===== src/rtl/int_ctrl_if.sv =====
// Pipeline <-> interrupt controller signal bundle: irq lines, CP0 access port,
// request/ack handshake and PC-select outputs.
interface int_ctrl_if #(
  parameter int unsigned NUM_SRC = 6
);
  logic [NUM_SRC-1:0] irq_in;
  logic               cp0_we;
  logic [4:0]         cp0_addr;
  logic [31:0]        cp0_wdata;
  logic [31:0]        cp0_rdata;
  logic               int_req;
  logic [2:0]         int_id;
  logic               int_ack;
  logic [31:0]        ack_pc;
  logic               eret;
  logic [31:0]        int_vector;
  logic [31:0]        epc_out;

  modport master (
    output irq_in, cp0_we, cp0_addr, cp0_wdata, int_ack, ack_pc, eret,
    input  cp0_rdata, int_req, int_id, int_vector, epc_out
  );

  modport slave (
    input  irq_in, cp0_we, cp0_addr, cp0_wdata, int_ack, ack_pc, eret,
    output cp0_rdata, int_req, int_id, int_vector, epc_out
  );
endinterface


===== src/rtl/int_ctrl.sv =====
// Interrupt controller: edge-detects irq lines into Cause.IP, masks with SR,
// picks the lowest pending index and handshakes with exception entry.
module int_ctrl #(
  parameter int unsigned NUM_SRC = 6,
  parameter logic [31:0] VECTOR  = 32'h0000_4180
) (
  input logic       clk,
  input logic       rst,
  int_ctrl_if.slave bus
);

  typedef enum logic [1:0] {StIdle, StReq, StService} state_e;

  state_e             state_q, state_d;
  logic [NUM_SRC-1:0] ip_q, ip_d;
  logic [NUM_SRC-1:0] im_q, im_d;
  logic [NUM_SRC-1:0] irq_prev_q;
  logic               ie_q, ie_d;
  logic               exl_q, exl_d;
  logic [31:0]        epc_q, epc_d;
  logic [2:0]         id_q, id_d;

  logic               wr_sr, wr_cause, wr_epc;
  logic               pending;
  logic [NUM_SRC-1:0] active;
  logic [2:0]         win_id;
  logic [5:0]         im_ext, ip_ext;

  assign wr_sr    = bus.cp0_we && (bus.cp0_addr == 5'd12);
  assign wr_cause = bus.cp0_we && (bus.cp0_addr == 5'd13);
  assign wr_epc   = bus.cp0_we && (bus.cp0_addr == 5'd14);
  assign active   = ip_q & im_q;
  assign pending  = (|active) && ie_q && !exl_q;

  // Walk downwards so the lowest set index is the last one assigned.
  always_comb begin
    win_id = 3'd0;
    for (int i = int'(NUM_SRC) - 1; i >= 0; i--) begin
      if (active[i]) win_id = 3'(i);
    end
  end

  // Software clear is applied before the new edges so a same-cycle edge wins.
  assign ip_d = (ip_q & (wr_cause ? bus.cp0_wdata[10 +: NUM_SRC] : {NUM_SRC{1'b1}}))
              | (bus.irq_in & ~irq_prev_q);

  always_comb begin
    state_d = state_q;
    id_d    = id_q;
    im_d    = im_q;
    ie_d    = ie_q;
    exl_d   = exl_q;
    epc_d   = epc_q;
    if (wr_sr) begin
      im_d  = bus.cp0_wdata[10 +: NUM_SRC];
      ie_d  = bus.cp0_wdata[0];
      exl_d = bus.cp0_wdata[1];
    end
    if (wr_epc) epc_d = bus.cp0_wdata;
    if (bus.eret) exl_d = 1'b0;
    unique case (state_q)
      StIdle: begin
        if (pending) begin
          state_d = StReq;
          id_d    = win_id;
        end
      end
      StReq: begin
        if (bus.int_ack) begin
          epc_d   = bus.ack_pc;
          exl_d   = 1'b1;
          state_d = StService;
        end else if (!pending) begin
          state_d = StIdle;
        end
      end
      StService: begin
        if (bus.eret || (wr_sr && !bus.cp0_wdata[1])) state_d = StIdle;
      end
      default: state_d = StIdle;
    endcase
  end

  always_ff @(posedge clk) begin
    if (rst) begin
      state_q    <= StIdle;
      ip_q       <= '0;
      im_q       <= '0;
      irq_prev_q <= '0;
      ie_q       <= 1'b0;
      exl_q      <= 1'b0;
      epc_q      <= 32'h0;
      id_q       <= 3'd0;
    end else begin
      state_q    <= state_d;
      ip_q       <= ip_d;
      im_q       <= im_d;
      irq_prev_q <= bus.irq_in;
      ie_q       <= ie_d;
      exl_q      <= exl_d;
      epc_q      <= epc_d;
      id_q       <= id_d;
    end
  end

  assign im_ext = 6'(im_q);
  assign ip_ext = 6'(ip_q);

  always_comb begin
    bus.cp0_rdata = 32'h0;
    case (bus.cp0_addr)
      5'd12:   bus.cp0_rdata = {16'h0, im_ext, 8'h0, exl_q, ie_q};
      5'd13:   bus.cp0_rdata = {16'h0, ip_ext, 10'h0};
      5'd14:   bus.cp0_rdata = epc_q;
      5'd15:   bus.cp0_rdata = 32'h0000_0001;
      default: bus.cp0_rdata = 32'h0;
    endcase
  end

  assign bus.int_req    = (state_q == StReq);
  assign bus.int_id     = id_q;
  assign bus.int_vector = VECTOR;
  assign bus.epc_out    = epc_q;

endmodule

===== src/flat_wrapper.sv =====
// flat-port wrapper written by rule: the top's interface ports become plain ports
module int_ctrl_flat 
#(
  parameter int unsigned NUM_SRC = 6,
  parameter logic [31:0] VECTOR  = 32'h0000_4180
)
  (clk, rst, bus_irq_in, bus_cp0_we, bus_cp0_addr, bus_cp0_wdata, bus_int_ack, bus_ack_pc, bus_eret, bus_cp0_rdata, bus_int_req, bus_int_id, bus_int_vector, bus_epc_out);
  int_ctrl_if #(.NUM_SRC(NUM_SRC)) bus_i ();
  input logic clk;
  input logic rst;
  input wire logic [$bits(bus_i.irq_in)-1:0] bus_irq_in;
  input wire logic [$bits(bus_i.cp0_we)-1:0] bus_cp0_we;
  input wire logic [$bits(bus_i.cp0_addr)-1:0] bus_cp0_addr;
  input wire logic [$bits(bus_i.cp0_wdata)-1:0] bus_cp0_wdata;
  input wire logic [$bits(bus_i.int_ack)-1:0] bus_int_ack;
  input wire logic [$bits(bus_i.ack_pc)-1:0] bus_ack_pc;
  input wire logic [$bits(bus_i.eret)-1:0] bus_eret;
  output wire logic [$bits(bus_i.cp0_rdata)-1:0] bus_cp0_rdata;
  output wire logic [$bits(bus_i.int_req)-1:0] bus_int_req;
  output wire logic [$bits(bus_i.int_id)-1:0] bus_int_id;
  output wire logic [$bits(bus_i.int_vector)-1:0] bus_int_vector;
  output wire logic [$bits(bus_i.epc_out)-1:0] bus_epc_out;
  assign bus_i.irq_in = bus_irq_in;
  assign bus_i.cp0_we = bus_cp0_we;
  assign bus_i.cp0_addr = bus_cp0_addr;
  assign bus_i.cp0_wdata = bus_cp0_wdata;
  assign bus_i.int_ack = bus_int_ack;
  assign bus_i.ack_pc = bus_ack_pc;
  assign bus_i.eret = bus_eret;
  assign bus_cp0_rdata = bus_i.cp0_rdata;
  assign bus_int_req = bus_i.int_req;
  assign bus_int_id = bus_i.int_id;
  assign bus_int_vector = bus_i.int_vector;
  assign bus_epc_out = bus_i.epc_out;
  int_ctrl #(.NUM_SRC(NUM_SRC), .VECTOR(VECTOR)) u_core (.clk(clk), .rst(rst), .bus(bus_i));
endmodule

===== config.mk =====
export PLATFORM = sky130hd
export DESIGN_NAME = int_ctrl_flat
export DESIGN_NICKNAME = d
export VERILOG_FILES = /design/src/rtl/int_ctrl_if.sv /design/src/rtl/int_ctrl.sv /design/src/flat_wrapper.sv
export SDC_FILE = /design/constraint.sdc
export NUM_CORES = 1
export LEC_CHECK = 0
export ABC_AREA = 0
export ABC_CLOCK_PERIOD_IN_PS = 2050
export CORE_MARGIN = 3
export CORE_UTILIZATION = 35
export DETAILED_ROUTE_END_ITERATION = 12
export MAX_ROUTING_LAYER = met4
export PLACE_DENSITY = 0.83
export SYNTH_ARGS = -nofsm -noshare
export SYNTH_HDL_FRONTEND = slang
export SYNTH_SLANG_ARGS = --single-unit

===== constraint.sdc =====
create_clock -name clk -period 2.05 [get_ports clk]
set_input_delay 0.41 -clock clk [delete_from_list [all_inputs] [get_ports clk]]
set_output_delay 0.41 -clock clk [all_outputs]
set_load 0.01 [all_outputs]

==> metrics <==
Final Cell Area=4810 µm²; met3 Use GR=0.0414; Initial Util=0.365; Diodes inserted=0; fraction of registers with async set/reset=0; most frequent CP cell=buf_6; P_leak=1.98 nW; WL/cell=16.0 µm; total power=2.55 mW; critical path type=input port to output pin; post-place setup slack=-0.454 ns; critical hold path startpoint=u_core.irq_prev_q[4]$_SDFF_PP0_; cell count after synthesis=352; Post-Route WL=9960 µm; DP HPWL=7210 µm; CP top delay family=buffers and inverters; GRT met1 Usage=0.243; Finished Core Util=0.577; first-pass GRT wire length=15600 µm; proportion of layout cells with a drive suffix above 1=0.143; Routed Antenna Nets=0; Root Buffer=clkbuf_8; Final period util=0.982; DIE WIDTH=99.3 µm; CTS tree=yes; Synth area leader=dfxtp_1; GRT overflow=0; reg2reg path depth=4; Pre-Repair DR Iteration Count=4; outcome=finished, final reports clean; minimum clock period=2.01 ns; Cell variety after synth=36; routed vias=3062; Crit path required time=1.64 ns; mapped cell area=3050 µm²; reg2reg start=u_core.state_q[1]$_SDFFE_PP0P_; Yosys warning total=0; Worst-Skew Late Latency=0.33 ns; Clock Tree Buf Depth=2; core area=8340 µm²; Worst Hold End=u_core.ip_ext[4]$_SDFF_PP0_; Layout Skew=0.00920 ns; met2 GRT Util=0.343; # H-tree levels=3; DR iter-0 viols=173; die height=99.3 µm; FF-to-FF setup slack=0.66 ns; Arr. time, crit path=1.60 ns; register area share after synthesis=0.374; worst path cell trace=dlygate4sd2_1 -> and4bb_4 -> buf_6 -> buf_12 -> buf_16 -> and3_4 -> buf_6; initial antenna violation count=0; die area=9860 µm²; Fmax=497 MHz; pwr dens=530 nW/µm²; clock slew at reported path FFs=0.08 ns; Mean Syn Cell Area=8.66 µm²; final setup margin=0.0365 ns; Worst setup EP type=output pin; layout net count=591; DRC=0; Yosys reg bits=57; busiest grt layer=met2; Area growth syn-to-layout=57.8%; Final Hold Fails=0; GRT Overall Usage=0.205; top cells by area, synth=dfxtp_1 37%, mux2i_1 13%, a211oi_1 7.9%; Buf/Inv on CP=5; CP Max Fanout=6; max cap viols=0; startpoint types=input port; largest net degree at the start of global routing=42; number of global-route vias before repair=3038; Via density=4.93; Num Clock Sinks=57; CTS buffer count=9; Most used DFF post-synth=dfxtp_1; EDFF count, synth=0; Top Ports=180; gpl congestion=0.905; Placed Area=4580 µm²; Worst Hold Class=flip-flop to flip-flop; final non-filler cell total=621; VDD IR-drop max=0.392 mV; IO Port Bufs=147; Final setup viols=0; top-area cell type share of the netlist area=0.374; Pins Over Slew Limit=0; RSZ-0062 raised after global routing=true; hold depth=2; slowest stage delay, CP=0.34 ns; Reg-to-Reg End=u_core.bus.epc_out[22]$_SDFF_PP0_; placed cells=597; CP max-delay cell=and4bb_4; row count=33
## placed cells by master (no fill, tap or decap), types with 2 or more instances in the layout
| master | instances |
|---|---|
| clkdlybuf4s50_1 | 109 |
| dfxtp_1 | 57 |
| nor2_1 | 52 |
| mux2i_1 | 39 |
| a211oi_1 | 32 |
| conb_1 | 32 |
| buf_2 | 24 |
| and3_1 | 23 |
| a21oi_1 | 22 |
| buf_4 | 18 |
| dlygate4sd2_1 | 11 |
| nand2_1 | 10 |
| nor2b_1 | 9 |
| clkbuf_8 | 9 |
| o21ai_0 | 8 |
| nand3_1 | 7 |
| nand2b_1 | 6 |
| buf_12 | 6 |
| clkinvlp_4 | 4 |
| nand3b_1 | 3 |
| a22o_1 | 3 |
| buf_16 | 3 |
| buf_6 | 3 |
| and3_4 | 2 |
| nor3_1 | 2 |
| a22oi_1 | 2 |
| inv_6 | 2 |
| clkdlybuf4s15_1 | 2 |
## logic make-up (layout without fill, tap and decap cells)
kind of cell           after synthesis  in the layout  share of synthesized area
multiplexers                        39             39                      0.128
buffers and inverters               59            193                      0.131
other                                2             32                    0.00246
flip-flops                          57             57                      0.374
AND/OR/NAND/NOR                    122            122                      0.205
AO/OA/AOI/OAI                       73             73                      0.158
## registers in the layout (all words and copies together), names as in the netlist
| signal | cells |
|---|---|
| u_core.ip_ext | 6 |
| u_core.bus.int_id | 3 |
| u_core.bus.epc_out | 32 |
| u_core.irq_prev_q | 6 |
| u_core.ie_q | 1 |
| u_core.im_ext | 6 |
| u_core.state_q | 2 |
| u_core.exl_q | 1 |
## power by group
group          switching, mW  leakage, nW  internal [mW]
clock network          0.499       0.0885          0.568
registers             0.0157        0.463           1.13
logic                  0.137         1.42          0.203
## Yosys cell counts (all sizes together) (2+ instances only)
master	n
dfxtp	57
nor2	52
mux2i	39
buf	38
a211oi	32
and3	25
a21oi	22
clkbuf	20
nand2	10
nor2b	9
o21ai	8
nand3	7
nand2b	6
a22o	3
nand3b	3
a22oi	2
conb	2
nor3	2
nor4b	2
## worst register-to-register path: cells and delay by family (launching register included)
family / cells / cell delay (ns)
flip-flops: 1 / 0.41
AND/OR/NAND/NOR: 2 / 0.32
buffers and inverters: 1 / 0.31
AO/OA/AOI/OAI: 1 / 0.25
## through the flow
stage | setup TNS [ns] | hold slack [ns]
3_5_place_dp | -26.17 | 0.478
5_1_grt | -0.0116 | 0.512
6_report | 0 | 0.487
4_1_cts | -0.0634 | 0.484
3_3_place_gp | -22.91 | 0.472
2_1_floorplan | 0 | 0.452
## layout make-up
cell class	instances	area (µm²)
Tap cell	105	131
Fill cell	752	3530
Timing Repair Buffer	176	1700
Inverter	1	3.75
Clock inverter	7	77.6
Sequential cell	57	1140
Multi-Input combinational cell	266	1630
Clock buffer	9	124
## per-layer routing
metal,wire [µm],part of all wire,vias to the layer above
met4,200,0.020,0
met1,4200,0.42,1422
met2,4960,0.50,117
met3,599,0.060,16
li1,-,-,1507
met5,0,0,-
## how the worst max path moves through the flow
stage | to | slack [ns] | startpoint | cells past startpoint
6_report | bus_cp0_rdata[5] | 0.04 | bus_cp0_addr[0] | 7
5_1_grt | bus_cp0_rdata[18] | -0.01 | bus_cp0_addr[0] | 7
4_1_cts | bus_cp0_rdata[8] | -0.03 | bus_cp0_addr[0] | 6
3_5_place_dp | bus_cp0_rdata[5] | -0.45 | bus_cp0_addr[4] | 5
3_3_place_gp | bus_cp0_rdata[10] | -0.41 | bus_cp0_addr[1] | 7
2_1_floorplan | bus_cp0_rdata[16] | 0.33 | bus_cp0_addr[1] | 4
## what timing repair did
item	CTS	global route
pin swaps	1	1
endpoints found under the setup margin	60	23
cloned	3	0
hold buffers	0	0
gates resized for setup	114	6
buffers inserted	2	3
Power figures use the tool's default switching activity.
